<file path="config.mk">
export PLATFORM = sky130hd
export DESIGN_NAME = mrnaiso_sequencer_flat
export DESIGN_NICKNAME = d
export VERILOG_FILES = /design/src/rtl/mrnaiso_sequencer_if.sv /design/src/rtl/mrnaiso_sequencer.sv /design/src/flat_wrapper.sv
export SDC_FILE = /design/constraint.sdc
export NUM_CORES = 1
export LEC_CHECK = 0
export ABC_AREA = 1
export BUFFER_PORTS_ARGS = -buffer_cell sky130_fd_sc_hd__buf_2
export CAP_MARGIN = 20
export CELL_PAD_IN_SITES_DETAIL_PLACEMENT = 0
export CELL_PAD_IN_SITES_GLOBAL_PLACEMENT = 2
export CORE_UTILIZATION = 27
export CTS_CLUSTER_DIAMETER = 30
export DETAILED_ROUTE_END_ITERATION = 10
export PLACE_DENSITY_LB_ADDON = 0.1
export SLEW_MARGIN = 20
export SYNTH_ARGS = -nofsm -noshare
export SYNTH_HDL_FRONTEND = slang
export SYNTH_SLANG_ARGS = --single-unit
export TNS_END_PERCENT = 100
</file>
<file path="constraint.sdc">
create_clock -name clk -period 1.63 [get_ports clk]
set_input_delay 0.163 -clock clk [delete_from_list [all_inputs] [get_ports clk]]
set_output_delay 0.163 -clock clk [all_outputs]
set_load 0.02 [all_outputs]
</file>
<file path="src/rtl/mrnaiso_sequencer_if.sv">
// rtl/mrnaiso_sequencer_if.sv - run-control and actuation bundle for the mRNA isolation sequencer
interface mrnaiso_sequencer_if;
    logic        start;
    logic        abort;
    logic        busy;
    logic        done;
    logic [3:0]  phase;
    logic [12:0] ctrl;
    logic [12:0] flush;

    modport master (output start, abort, input busy, done, phase, ctrl, flush);
    modport slave  (input start, abort, output busy, done, phase, ctrl, flush);
endinterface

</file>
<file path="src/rtl/mrnaiso_sequencer.sv">
// rtl/mrnaiso_sequencer.sv - timed valve/pump sequencer for one mRNA isolation run
// Optional FLUSH phase enabled by defining MRNAISO_FLUSH_EN.
module mrnaiso_sequencer #(
    parameter int unsigned T_LOAD   = 16,
    parameter int unsigned T_LYSIS  = 32,
    parameter int unsigned T_MIX    = 64,
    parameter int unsigned T_SEP    = 32,
    parameter int unsigned PUMP_DIV = 4
) (
    input  logic               clk,
    input  logic               rst,
    mrnaiso_sequencer_if.slave bus
);

    typedef enum logic [3:0] {
        S_IDLE       = 4'd0,
        S_LOAD_CELLS = 4'd1,
        S_LOAD_BEADS = 4'd2,
        S_LYSIS      = 4'd3,
        S_MIX        = 4'd4,
        S_SEP        = 4'd5,
        S_WASTE      = 4'd6,
        S_COLLECT    = 4'd7,
        S_FLUSH      = 4'd8,
        S_DONE       = 4'd9
    } state_t;

    localparam int B_CELLS_IN  = 0;
    localparam int B_BEADS     = 1;
    localparam int B_LYSIS_IN  = 2;
    localparam int B_LYSIS_OUT = 3;
    localparam int B_PUMP1     = 4;
    localparam int B_PUMP2     = 5;
    localparam int B_PUMP3     = 6;
    localparam int B_SEP       = 7;
    localparam int B_SIEVE     = 8;
    localparam int B_WASTE     = 9;
    localparam int B_PUSH      = 10;
    localparam int B_COLLECT   = 11;
    localparam int B_CELLS_OUT = 12;

    localparam logic [7:0] DIV_LAST = 8'(PUMP_DIV - 1);
    localparam logic [2:0] PAT_INIT = 3'b100;

    state_t      state_q, state_d;
    logic [15:0] cnt_q, cnt_d;
    logic [2:0]  pat_q, pat_d;
    logic [7:0]  div_q, div_d;
    logic [12:0] ctrl_c;
    logic [12:0] flush_c;

    function automatic logic [15:0] dur_m1(input state_t s);
        case (s)
            S_LOAD_CELLS, S_LOAD_BEADS, S_COLLECT, S_FLUSH: dur_m1 = 16'(T_LOAD - 1);
            S_LYSIS:                                        dur_m1 = 16'(T_LYSIS - 1);
            S_MIX:                                          dur_m1 = 16'(T_MIX - 1);
            S_SEP, S_WASTE:                                 dur_m1 = 16'(T_SEP - 1);
            default:                                        dur_m1 = 16'd0;
        endcase
    endfunction

    function automatic state_t next_run(input state_t s);
        case (s)
            S_LOAD_CELLS: next_run = S_LOAD_BEADS;
            S_LOAD_BEADS: next_run = S_LYSIS;
            S_LYSIS:      next_run = S_MIX;
            S_MIX:        next_run = S_SEP;
            S_SEP:        next_run = S_WASTE;
            S_WASTE:      next_run = S_COLLECT;
`ifdef MRNAISO_FLUSH_EN
            S_COLLECT:    next_run = S_FLUSH;
`else
            S_COLLECT:    next_run = S_DONE;
`endif
            default:      next_run = S_IDLE;
        endcase
    endfunction

    // Pattern held as {pump1, pump2, pump3}: 100,110,010,011,001,101.
    function automatic logic [2:0] pump_next(input logic [2:0] p);
        case (p)
            3'b100:  pump_next = 3'b110;
            3'b110:  pump_next = 3'b010;
            3'b010:  pump_next = 3'b011;
            3'b011:  pump_next = 3'b001;
            3'b001:  pump_next = 3'b101;
            default: pump_next = 3'b100;
        endcase
    endfunction

    always_ff @(posedge clk) begin
        if (rst) begin
            state_q <= S_IDLE;
            cnt_q   <= '0;
            pat_q   <= PAT_INIT;
            div_q   <= '0;
        end else begin
            state_q <= state_d;
            cnt_q   <= cnt_d;
            pat_q   <= pat_d;
            div_q   <= div_d;
        end
    end

    always_comb begin
        state_d = state_q;
        cnt_d   = cnt_q;
        case (state_q)
            S_IDLE: begin
                cnt_d = '0;
                if (bus.start && !bus.abort) begin
                    state_d = S_LOAD_CELLS;
                    cnt_d   = dur_m1(S_LOAD_CELLS);
                end
            end
            S_DONE: begin
                state_d = S_IDLE;
                cnt_d   = '0;
            end
            S_FLUSH: begin
                if (cnt_q == 16'd0) begin
                    state_d = S_DONE;
                    cnt_d   = '0;
                end else begin
                    cnt_d = cnt_q - 16'd1;
                end
            end
            default: begin
                if (bus.abort) begin
`ifdef MRNAISO_FLUSH_EN
                    state_d = S_FLUSH;
                    cnt_d   = dur_m1(S_FLUSH);
`else
                    state_d = S_DONE;
                    cnt_d   = '0;
`endif
                end else if (cnt_q == 16'd0) begin
                    state_d = next_run(state_q);
                    cnt_d   = dur_m1(next_run(state_q));
                end else begin
                    cnt_d = cnt_q - 16'd1;
                end
            end
        endcase
    end

    // Pump phase restarts on LYSIS entry and free-runs through MIX.
    always_comb begin
        pat_d = pat_q;
        div_d = div_q;
        if (state_d == S_LYSIS && state_q != S_LYSIS) begin
            pat_d = PAT_INIT;
            div_d = '0;
        end else if (state_q == S_LYSIS || state_q == S_MIX) begin
            if (div_q == DIV_LAST) begin
                div_d = '0;
                pat_d = pump_next(pat_q);
            end else begin
                div_d = div_q + 8'd1;
            end
        end
    end

    always_comb begin
        ctrl_c  = '0;
        flush_c = '0;
        case (state_q)
            S_LOAD_CELLS: begin
                ctrl_c[B_CELLS_IN] = 1'b1;
                ctrl_c[B_PUSH]     = 1'b1;
            end
            S_LOAD_BEADS: begin
                ctrl_c[B_BEADS] = 1'b1;
                ctrl_c[B_PUSH]  = 1'b1;
            end
            S_LYSIS: begin
                ctrl_c[B_LYSIS_IN]  = 1'b1;
                ctrl_c[B_LYSIS_OUT] = 1'b1;
                ctrl_c[B_PUMP1]     = pat_q[2];
                ctrl_c[B_PUMP2]     = pat_q[1];
                ctrl_c[B_PUMP3]     = pat_q[0];
            end
            S_MIX: begin
                ctrl_c[B_PUMP1] = pat_q[2];
                ctrl_c[B_PUMP2] = pat_q[1];
                ctrl_c[B_PUMP3] = pat_q[0];
            end
            S_SEP: begin
                ctrl_c[B_SEP]   = 1'b1;
                ctrl_c[B_SIEVE] = 1'b1;
            end
            S_WASTE: begin
                ctrl_c[B_SIEVE] = 1'b1;
                ctrl_c[B_WASTE] = 1'b1;
                ctrl_c[B_PUSH]  = 1'b1;
            end
            S_COLLECT: begin
                ctrl_c[B_SEP]       = 1'b1;
                ctrl_c[B_COLLECT]   = 1'b1;
                ctrl_c[B_PUSH]      = 1'b1;
                ctrl_c[B_CELLS_OUT] = 1'b1;
            end
`ifdef MRNAISO_FLUSH_EN
            S_FLUSH: flush_c = '1;
`endif
            default: ;
        endcase
    end

    // Outputs are masked during reset so actuators drop at once.
    assign bus.busy  = !rst && (state_q != S_IDLE) && (state_q != S_DONE);
    assign bus.done  = !rst && (state_q == S_DONE);
    assign bus.phase = rst ? 4'd0 : state_q;
    assign bus.ctrl  = rst ? 13'd0 : ctrl_c;
    assign bus.flush = rst ? 13'd0 : flush_c;

endmodule

</file>
<file path="src/flat_wrapper.sv">
// flat-port wrapper written by rule: the top's interface ports become plain ports
module mrnaiso_sequencer_flat 
#(
    parameter int unsigned T_LOAD   = 16,
    parameter int unsigned T_LYSIS  = 32,
    parameter int unsigned T_MIX    = 64,
    parameter int unsigned T_SEP    = 32,
    parameter int unsigned PUMP_DIV = 4
)
  (clk, rst, bus_start, bus_abort, bus_busy, bus_done, bus_phase, bus_ctrl, bus_flush);
  mrnaiso_sequencer_if bus_i ();
  input  logic clk;
  input  logic rst;
  input wire logic [$bits(bus_i.start)-1:0] bus_start;
  input wire logic [$bits(bus_i.abort)-1:0] bus_abort;
  output wire logic [$bits(bus_i.busy)-1:0] bus_busy;
  output wire logic [$bits(bus_i.done)-1:0] bus_done;
  output wire logic [$bits(bus_i.phase)-1:0] bus_phase;
  output wire logic [$bits(bus_i.ctrl)-1:0] bus_ctrl;
  output wire logic [$bits(bus_i.flush)-1:0] bus_flush;
  assign bus_i.start = bus_start;
  assign bus_i.abort = bus_abort;
  assign bus_busy = bus_i.busy;
  assign bus_done = bus_i.done;
  assign bus_phase = bus_i.phase;
  assign bus_ctrl = bus_i.ctrl;
  assign bus_flush = bus_i.flush;
  mrnaiso_sequencer #(.T_LOAD(T_LOAD), .T_LYSIS(T_LYSIS), .T_MIX(T_MIX), .T_SEP(T_SEP), .PUMP_DIV(PUMP_DIV)) u_core (.clk(clk), .rst(rst), .bus(bus_i));
endmodule
</file>
==> results of run 1 <==
-- per-layer routing --
layer  vias up  GRT usage [%]
met1       906           19.2
met3         2           2.84
met2        24           26.1
met4         0           4.09
met5         -              0
li1       1055              -
-- worst max-delay path, delay by kind of cell (launching register included) --
family                   cells  cell delay [ns]
AND/OR/NAND/NOR              8             0.85
adder cells (fa/ha/maj)      1             0.14
buffers and inverters        1             0.06
AO/OA/AOI/OAI                1             0.14
flip-flops                   1             0.33
-- sequential cells by signal, indices dropped and copies added (netlist names) --
signal / cells
u_core.state_q: 4
u_core.div_q: 8
u_core.pat_q: 3
u_core.cnt_q: 16
-- metrics by stage --
step | power (W) | setup slack (ns)
floorplan | 0.00384 | 0.00127
global placement | 0.00550 | -0.113
detailed placement | 0.00542 | -0.0920
CTS | 0.00645 | -0.0720
global route | 0.00751 | -0.0788
finish | 0.00685 | 0.0189
-- Yosys cell counts --
master	n	share of area (%)
a21oi_1	7	1.8
a21oi_2	1	0.45
a31oi_1	3	0.96
and3_1	1	0.32
buf_4	16	6.2
buf_6	1	0.58
clkbuf_1	2	0.39
clkinv_1	1	0.19
conb_1	1	0.19
dfxtp_1	31	32
ha_1	2	1.3
inv_1	29	5.6
inv_2	2	0.39
mux2i_1	1	0.51
nand2_1	41	7.9
nand2_2	3	0.96
nand2_4	3	1.7
nand3_1	13	3.3
nand3_2	1	0.51
nand3b_1	1	0.39
nand4_1	8	2.6
nor2_1	54	10
nor2_2	11	3.5
nor2_4	2	1.2
nor3_1	6	1.5
nor3_2	2	1.0
nor4_1	2	0.64
o21ai_0	9	2.3
o21ai_2	1	0.45
o21bai_1	2	0.77
o22ai_1	3	0.96
o22ai_2	1	0.64
or2_1	1	0.32
xnor2_1	4	1.8
xor2_1	14	6.3
-- power groups by stage --
| stage | Sequential [W] | Clock, W | Combinational [W] |
|---|---|---|---|
| floorplan | 0.00113 | 0 | 0.00271 |
| global placement | 0.00114 | 0 | 0.00436 |
| detailed placement | 0.00114 | 0 | 0.00428 |
| CTS | 0.00115 | 0.000635 | 0.00466 |
| global route | 0.00120 | 0.000659 | 0.00565 |
| finish | 0.00117 | 0.000604 | 0.00508 |
-- path summary, 6_finish.rpt --
kind                                   start                           end  cells past startpoint
setup / recovery  u_core.cnt_q[0]$_SDFF_PP0_  u_core.div_q[1]$_SDFFE_PP0N_                     11
hold / removal                           rst  u_core.state_q[1]$_SDFF_PP0_                      2
setup reg to reg  u_core.cnt_q[0]$_SDFF_PP0_  u_core.div_q[1]$_SDFFE_PP0N_                     11
hold reg to reg   u_core.cnt_q[9]$_SDFF_PP0_    u_core.cnt_q[9]$_SDFF_PP0_                      1
-- cell type report --
| cell class | count | share of cell area [%] |
|---|---|---|
| clock buffer | 7 | 2.53 |
| clock inverter | 1 | 0.166 |
| inverter | 32 | 4.56 |
| multi-input combinational | 211 | 44.7 |
| sequential | 31 | 21.1 |
| tap | 96 | 3.98 |
| timing repair buffer | 93 | 22.9 |
-- cells by family (layout without fill, tap and decap cells) --
group                      after synthesis  after routing  share of synthesized area, %
AOI/OAI and AO/OA                       27             27                          8.35
xor gates and xnor gates                18             18                          8.10
and+or+nand+nor                        149            150                          36.4
DFF                                     31             31                          31.9
muxes                                    1              1                         0.514
other                                    1             13                         0.193
adders and majority gates                2              2                          1.29
buffers and inverters                   51            133                          13.3
-- timing repair --
item,CTS,global route
buffers inserted,9,5
setup endpoints to repair,32,39
endpoints found under the hold margin,0,0
resized for setup,34,53
pin swaps,6,24
cloned,1,0
==> impl_metrics.tcl, run 1 <==
set metrics [dict create \
    crit_type "reg -> reg" \
    placed_cells 450 \
    utilization_pct 43.9 \
    n_fill_cell 743 \
    final_cell_count_no_fill 471 \
    seq_area_frac_synth_pct 31.9 \
    drv_slew 0 \
    crit_top_cell "nand2_4" \
    final_area_um2 3020 \
    finalHoldViolCount 0 \
    power_leakage_nw 1.42 \
    dpl_cell_area_um2 2540 \
    drc 0 \
    pwr-share-seq_pct 17.1 \
    maxCapViolCount 0 \
    wl_met3_um 102 \
    clkLatencyLatePin_ns 0.28 \
    vias 1987 \
    dr.max_layer_used "met4" \
    grt_max_degree 14 \
    cts_root_buffer "clkbuf_8" \
    crit_chain "inv_2 > ha_4 > nand2_4 > nor2_4 > nand2_4 > o21ai_2 > nand2_2 > nor2_4 > nand3_4 > nand2_4 > nor2_1" \
    fin_skew_ns 0.00836 \
    min_period_over_period_pct 98.8 \
    whs_ns 0.222 \
    globalplace.congestion 0.726 \
    start_util_pct 28.3 \
    diodes 0 \
    yosysUniqueCellTypes 35 \
    critPathSlowestCell "dfxtp_2" \
    switchingPower_w 0.00316 \
    synthToLayoutAreaGrowth_pct 54.9 \
    powerDensity_nw_per_um2 2270 \
    max_freq_ghz 0.621 \
    drt.antenna.violating_nets 0 \
    io_pins 36 \
    clk_path_buf_depth 2 \
    numCtsBuffers 5 \
    rrSetupSlack_ns 0.02 \
    cts_tree "yes" \
    setup_viol 0 \
    drt_first_iter_violations 72 \
    viasPerCell 4.22 \
    min_path_type "in -> reg" \
    grt_pass1_wl_mm 8.83 \
    wl_met1_mm 2.50 \
    io_buffers 22 \
    rows 30 \
    core_um2 6870 \
    endpoint_kind "flop" \
    cts_max_level 2 \
    grt_usage_pct 15.1 \
    antenna_found_initial 0 \
    finalNetCount 380 \
    grt_overflow 0 \
    die_w_um 86.9 \
    final_cell_mix "buf_4, nor2_1, nand2_1" \
    routed_wl_mm 5.32 \
    cts_hold_buf 0 \
    regArea_um2 637 \
    syn_area_um2 1950 \
    synth_seq_cells 31 \
    switching_share_pct 46.1 \
    cp.required_ns 1.81 \
    vdd_drop_max_mv 0.738 \
    post_drt_wl_per_cell_um 11.3 \
    met2RoutedLength_mm 2.68 \
    dieHeight_um 86.9 \
    intPower_w 0.00369 \
    die-area_um2 7550 \
    drive_gt1_share_pct 45.9 \
    fin_tns_setup_ns 0 \
    period_needed_ns 1.61 \
    firstDrtPassIters 4 \
    path_max_fanout 7 \
    syn_avg_cell_area_um2 6.95 \
    cpPeakStageDelay_ns 0.33 \
    grt_pass1_vias 1903 \
    yosysWarnings 0 \
    clockPowerShare_pct 8.8 \
    path_clk_slew_ns 0.07 \
    cp-start-kind "flop" \
    outcome "completed" \
    multiInputGateArea_um2 1350 \
    p_comb_share_pct 74.1 \
    synth_cells 280 \
    clock-sinks 31 \
    final_common_cell "buf_4" \
    rsz0062_at_grt "yes" \
    hpwl_mm 3.87 \
    cp.arrival_ns 1.79 \
]
Power figures use the tool's default switching activity.
==> run 2: changes to the inputs <==
--- a/config.mk
+++ b/config.mk
@@ -6,13 +6,13 @@
 export NUM_CORES = 1
 export LEC_CHECK = 0
 export ABC_AREA = 1
-export BUFFER_PORTS_ARGS = -buffer_cell sky130_fd_sc_hd__buf_2
 export CAP_MARGIN = 20
 export CELL_PAD_IN_SITES_DETAIL_PLACEMENT = 0
 export CELL_PAD_IN_SITES_GLOBAL_PLACEMENT = 2
-export CORE_UTILIZATION = 27
+export CORE_UTILIZATION = 30
 export CTS_CLUSTER_DIAMETER = 30
 export DETAILED_ROUTE_END_ITERATION = 10
+export DONT_BUFFER_PORTS = 1
 export PLACE_DENSITY_LB_ADDON = 0.1
 export SLEW_MARGIN = 20
 export SYNTH_ARGS = -nofsm -noshare
==> run 2 against run 1 <==
The flow now finishes with violations (setup timing). Fmax shrank 1.9%. Cell area shrank 5.4%. Combinational power shrank 2%. Largest power group unchanged.
==> impl_metrics.tcl, run 2 (synthesis results as in run 1) <==
set metrics [dict create \
    grt_usage_pct 16.0 \
    rrSetupSlack_ns -0.01 \
    min_period_over_period_pct 101 \
    regArea_um2 637 \
    io_pins 36 \
    worstReg2RegEnd "u_core.div_q[0]$_SDFFE_PP0N_" \
    crit_top_cell "nand2_4" \
    utilization_pct 46.8 \
    clk_path_buf_depth 2 \
    clockPowerShare_pct 9.3 \
    cp.arrival_ns 1.82 \
    drt_first_iter_violations 31 \
    min_path_type "in -> reg" \
    whs_ns 0.0785 \
    violations "setup timing" \
    largest_reg_flops 16 \
    synthToLayoutAreaGrowth_pct 46.5 \
    setup_viol 4 \
    critPathSlowestCell "dfxtp_1" \
    diodes 0 \
    drive_gt1_share_pct 43.4 \
    period_needed_ns 1.64 \
    grt_pass1_vias 1768 \
    post_drt_wl_per_cell_um 11.9 \
    max_freq_ghz 0.609 \
    intPower_w 0.00366 \
    hp-start "rst" \
    reg_top3 "u_core.cnt_q: 16 flops, u_core.div_q: 8 flops, u_core.state_q: 4 flops" \
    path_clk_slew_ns 0.07 \
    finalHoldViolCount 0 \
    clkLatencyLatePin_ns 0.28 \
    cpPeakStageDelay_ns 0.34 \
    crit_chain "inv_2 > ha_4 > nand2_4 > nor2_4 > buf_4 > nand3_1 > nand3_2 > a21oi_4 > nand3_4 > nand2_4 > nor2_1" \
    regMostFlops "u_core.cnt_q" \
    fin_skew_ns 0.00988 \
    power_leakage_nw 1.32 \
    routed_wl_mm 5.14 \
    multiInputGateArea_um2 1330 \
    holdPathStages 2 \
    powerDensity_nw_per_um2 2380 \
    fin_ws_ns -0.0125 \
    r2r-start "u_core.cnt_q[1]$_SDFF_PP0_" \
    grt_pass1_wl_mm 8.14 \
    grt_overflow 0 \
    crit_type "reg -> reg" \
    cts_tree "yes" \
    rows 28 \
    cts_max_level 2 \
    ff2ff_path_depth 11 \
    viasPerCell 4.50 \
    vdd_drop_max_mv 1.15 \
    holdPathEnd "u_core.pat_q[2]$_SDFFE_PP1P_" \
    switching_share_pct 46.1 \
    numCtsBuffers 5 \
    globalplace.congestion 0.751 \
    die_w_um 82.6 \
    finalNetCount 363 \
    clock-sinks 31 \
    vias 1943 \
    firstDrtPassIters 4 \
    grt_max_degree 18 \
    final_cell_mix "buf_4, nor2_1, nand2_1" \
    drv_slew 0 \
    rsz0062_at_grt "yes" \
    path_max_fanout 5 \
    hpwl_mm 3.72 \
    p_comb_share_pct 73.4 \
    cp-start-kind "flop" \
    maxCapViolCount 0 \
    pwr-share-seq_pct 17.4 \
    core_um2 6100 \
    cp.required_ns 1.81 \
    io_buffers 0 \
    start_util_pct 31.9 \
    outcome "complete, but fails checks" \
    final_common_cell "buf_4" \
    dieHeight_um 82.6 \
    drc 0 \
    antenna_found_initial 0 \
    cts_root_buffer "clkbuf_8" \
    endpoint_kind "flop" \
    die-area_um2 6820 \
    n_fill_cell 636 \
    switchingPower_w 0.00313 \
    drt.antenna.violating_nets 0 \
    finalPower_w 0.00679 \
]
[run 2: changes by cell type in the layout (fill, tap and decap cells not counted), moves of 3 or more]
| cell | change |
|---|---|
| buf_2 | -16 |
| inv_2 | +3 |
| buf_4 | +4 |
| nor2_2 | +3 |
| dfxtp_2 | +3 |
| buf_6 | -6 |
| nand2_1 | +5 |
[run 2: area by class of cell]
class	instances	share of cell area, %
timing repair buffer	76	20.5
clock buffer	6	2.89
multi-input combinational	211	46.4
tap	75	3.29
clock inverter	1	0.175
inverter	32	4.39
sequential	31	22.3
[run 2: how the worst max path moves through the flow]
stage,start,to,slack (ns),depth (start not counted)
2_1_floorplan,u_core.state_q[2]$_SDFF_PP0_,bus_ctrl[12],0.001,5
3_3_place_gp,u_core.cnt_q[0]$_SDFF_PP0_,u_core.pat_q[0]$_SDFFE_PP0P_,-0.09,11
3_5_place_dp,u_core.cnt_q[0]$_SDFF_PP0_,u_core.div_q[2]$_SDFFE_PP0N_,-0.1,11
4_1_cts,u_core.cnt_q[0]$_SDFF_PP0_,u_core.pat_q[0]$_SDFFE_PP0P_,-0.06,11
5_1_grt,u_core.cnt_q[0]$_SDFF_PP0_,u_core.div_q[0]$_SDFFE_PP0N_,-0.12,11
6_report,u_core.cnt_q[1]$_SDFF_PP0_,u_core.div_q[0]$_SDFFE_PP0N_,-0.01,11
[run 2: worst max-delay path, delay by kind of cell, from the launching register on]
kind / cells / cell delay, ns
AO/OA/AOI/OAI: 1 / 0.20
buffers and inverters: 2 / 0.19
AND/OR/NAND/NOR: 7 / 0.63
flip-flops: 1 / 0.34
adder cells (fa/ha/maj): 1 / 0.16
[run 2: layer usage]
metal,vias to the layer above,GRT usage [%],wire length (µm)
met5,-,0,0
met4,0,4.66,40
met3,4,3.30,148
met2,27,26.9,2450
met1,890,20.6,2500
li1,1022,-,-
[run 2: repair_timing]
action	4_1_cts	5_1_grt
gates cloned	1	0
gates resized for setup	28	37
hold buffers	1	0
hold endpoints to repair	8	0
buffers inserted	15	0
pin swaps	17	20
setup endpoints to repair	36	37
[run 2: power groups by stage]
stage	clock, W	sequential (W)	combinational, W
finish	0.000629	0.00118	0.00498
global route	0.000694	0.00121	0.00552
CTS	0.000660	0.00114	0.00466
detailed placement	0	0.00113	0.00422
global placement	0	0.00113	0.00426
floorplan	0	0.00113	0.00271
[run 2: through the flow]
stage	worst slack [ns]	std cells	cell area (µm²)	TNS, ns
2_1_floorplan	0.00127	292	2010	0
3_3_place_gp	-0.0913	409	2420	-0.956
3_5_place_dp	-0.0956	409	2420	-1.04
4_1_cts	-0.0564	432	2710	-0.531
5_1_grt	-0.121	432	2850	-1.12
6_report	-0.0125	432	2850	-0.0422
==> run 3: changes to the inputs <==
--- a/config.mk
+++ b/config.mk
@@ -5,7 +5,6 @@
 export SDC_FILE = /design/constraint.sdc
 export NUM_CORES = 1
 export LEC_CHECK = 0
-export ABC_AREA = 1
 export CAP_MARGIN = 20
 export CELL_PAD_IN_SITES_DETAIL_PLACEMENT = 0
 export CELL_PAD_IN_SITES_GLOBAL_PLACEMENT = 2
==> constraint.sdc (replaced) <==
create_clock -name clk -period 2 [get_ports clk]
set_input_delay 0.2 -clock clk [delete_from_list [all_inputs] [get_ports clk]]
set_output_delay 0.2 -clock clk [all_outputs]
set_load 0.02 [all_outputs]
==> run 3 against run 2 <==
The flow still finishes with violations (setup timing). Fmax fell by 24%. Critical path depth fell by 5. Critical endpoint is now u_core.pat_q[2]$_SDFFE_PP1P_. Global-route usage fell by 0.54 points. Area after synthesis fell by 4.8%. Highest routed layer unchanged.
==> impl_metrics.tcl, run 3 <==
set metrics [dict create \
    min_path_type "in -> reg" \
    final_area_um2 2480 \
    r2r-start "u_core.cnt_q[2]$_SDFF_PP0_" \
    vias 1733 \
    grt_use_met3_pct 3.18 \
    synth_area_leaders "dfxtp_1, nor2_1, buf_4, xor2_1, nor3_1" \
    critPathLaunch "u_core.cnt_q[2]$_SDFF_PP0_" \
    syn_area_um2 1850 \
    grt_pass1_wl_mm 7.71 \
    cp.arrival_ns 2.33 \
    io_buffers 0 \
    clock-sinks 31 \
    path_clk_slew_ns 0.07 \
    start_util_pct 31.1 \
    seq_area_frac_synth_pct 33.5 \
    yosysUniqueCellTypes 46 \
    cp-start-kind "flop" \
    ff2ff_path_depth 6 \
    violations "setup timing" \
    rsz0062_at_grt "yes" \
    drt.antenna.violating_nets 0 \
    synth_top_cell_by_area "dfxtp_1" \
    yosysMostFrequentCell "nor2_1" \
    grt_usage_pct 15.5 \
    netlist.area_leader.share_pct 33.5 \
    path_max_fanout 5 \
    crit_type "reg -> reg" \
    regMostFlops "u_core.cnt_q" \
    synth_edf_count 0 \
    tightest_slew_ns 0.688 \
    numCtsBuffers 5 \
    grt_overflow 0 \
    drv_slew 0 \
    powerDensity_nw_per_um2 1170 \
    io_pins 36 \
    min_period_over_period_pct 109 \
    synth_common_cells "nor2_1, dfxtp_1, nand2_1, nor3_1" \
    cp.required_ns 2.16 \
    grt_pass1_vias 1663 \
    finalNetCount 287 \
    yosysWarnings 0 \
    synth_seq_cells 31 \
    fin_tns_setup_ns -1.36 \
    max_freq_ghz 0.460 \
    endpoint_kind "flop" \
    clk_path_buf_depth 2 \
    holdPathStages 1 \
    slew_headroom_pct 54.0 \
    cts_tree "yes" \
    clkLatencyLatePin_ns 0.27 \
    largest_reg_flops 16 \
    finalPower_w 0.00291 \
    reg_top3 "u_core.cnt_q: 16 flops, u_core.div_q: 8 flops, u_core.state_q: 4 flops" \
    post_drt_wl_per_cell_um 13.6 \
    grt_max_degree 17 \
    final_common_cell "buf_4" \
    cts_root_buffer "clkbuf_8" \
    fin_ws_ns -0.173 \
    setup_viol 14 \
    viasPerCell 4.85 \
    synthToLayoutAreaGrowth_pct 33.9 \
    top_usage_layer "met2" \
    outcome "complete, but fails checks" \
    dpl_cell_area_um2 2200 \
    core_um2 5960 \
    drc 0 \
    holdPathEnd "u_core.pat_q[2]$_SDFFE_PP1P_" \
    diodes 0 \
    rows 28 \
    hp-start "rst" \
    maxCapViolCount 0 \
    cts_max_level 2 \
    synth_flop_cell "dfxtp_1" \
    syn_avg_cell_area_um2 7.82 \
    die_w_um 80.6 \
    antenna_found_initial 0 \
    synth_cells 237 \
    drt_first_iter_violations 52 \
    power_leakage_nw 1.02 \
    finalHoldViolCount 0 \
    hpwl_mm 3.48 \
    synth-async-reset-ratio_pct 0 \
    rrSetupSlack_ns -0.17 \
    met2_usage_pct 28.6 \
    die-area_um2 6500 \
    globalplace.congestion 0.772 \
    routed_wl_mm 4.84 \
    final_cell_mix "buf_4, nor2_1, dfxtp_1" \
    dieHeight_um 80.6 \
    drive_gt1_share_pct 32.6 \
    period_needed_ns 2.17 \
    fin_skew_ns 0.00470 \
    gr-usage-met1_pct 18.1 \
    vdd_drop_max_mv 0.569 \
    worstReg2RegEnd "u_core.pat_q[2]$_SDFFE_PP1P_" \
    firstDrtPassIters 4 \
]
run 3: cell count changes after synthesis, sizes merged, moves of 8 or more:
| cell | change |
|---|---|
| clkbuf | +9 |
| inv | -27 |
| nand2 | -27 |
| nand3 | -12 |
| nor2 | -34 |
| nor3 | +8 |
run 3: worst max-delay path by stage:
| stage | endpoint | slack [ns] | cells past startpoint |
|---|---|---|---|
| 6_report | u_core.pat_q[2]$_SDFFE_PP1P_ | -0.17 | 6 |
| 5_1_grt | u_core.pat_q[2]$_SDFFE_PP1P_ | -0.25 | 7 |
| 4_1_cts | u_core.pat_q[2]$_SDFFE_PP1P_ | -0.17 | 6 |
| 3_5_place_dp | u_core.div_q[2]$_SDFFE_PP0N_ | -0.24 | 8 |
| 3_3_place_gp | u_core.pat_q[2]$_SDFFE_PP1P_ | -0.18 | 6 |
| 2_1_floorplan | u_core.pat_q[2]$_SDFFE_PP1P_ | -0.22 | 7 |
run 3: area by class of cell:
cell class	instances	area (µm²)
fillers	629	3470
multi-input cells	187	1240
flip-flops and latches	31	627
repair buffers	52	402
clock buffers	8	100
well taps	75	93.8
inverters	4	15.0
run 3: metrics by stage:
step / std cells / hold slack [ns] / setup slack (ns) / utilization [%]
2_1_floorplan: 249 / 0.447 / -0.219 / -
3_3_place_gp: 345 / 0.278 / -0.182 / 37.0
3_5_place_dp: 345 / 0.277 / -0.244 / 37.0
4_1_cts: 356 / 0.00353 / -0.165 / 40.5
5_1_grt: 357 / 0.0170 / -0.248 / 41.7
6_report: 357 / 0.0286 / -0.173 / 41.7
run 3: layer usage:
layer  up-vias  routed length, µm
li1        874                  -
met3         2                100
met1       836               2130
met2        21               2590
met4         0                 25
met5         -                  0
run 3: worst max-delay path: stages (launching register included):
cell	delay, ns
dfxtp_2	0.32
or3_4	0.38
nand4b_4	0.18
or3_4	0.35
o221a_1	0.28
o211a_4	0.27
a2111o_1	0.28
run 3: repair_timing:
action                     in CTS  in global routing
gates resized for setup        22                 16
buffers inserted                1                  0
pin swaps                       5                  4
hold endpoints to repair       13                  1
setup endpoints to repair      18                 25
hold buffers                    2                  1
run 3: kinds of logic (layout without fill, tap and decap cells):
family	after synthesis	after routing	synth area share (%)
AOI/OAI and AO/OA	37	37	12.9
xor gates and xnor gates	20	20	9.45
adders and majority gates	2	2	1.35
buffers and inverters	31	64	9.72
DFF	31	31	33.5
muxes	1	1	0.540
other	1	13	0.202
and+or+nand+nor	114	114	32.4
run 3: power by group:
group	total, W	switching, W	leakage [nW]	internal [W]
clock network	0.000539	0.000225	0.0515	0.000314
logic	0.00164	0.000866	0.716	0.000771
registers	0.000729	0.0000429	0.253	0.000687
total	0.00291	0.00113	1.02	0.00177
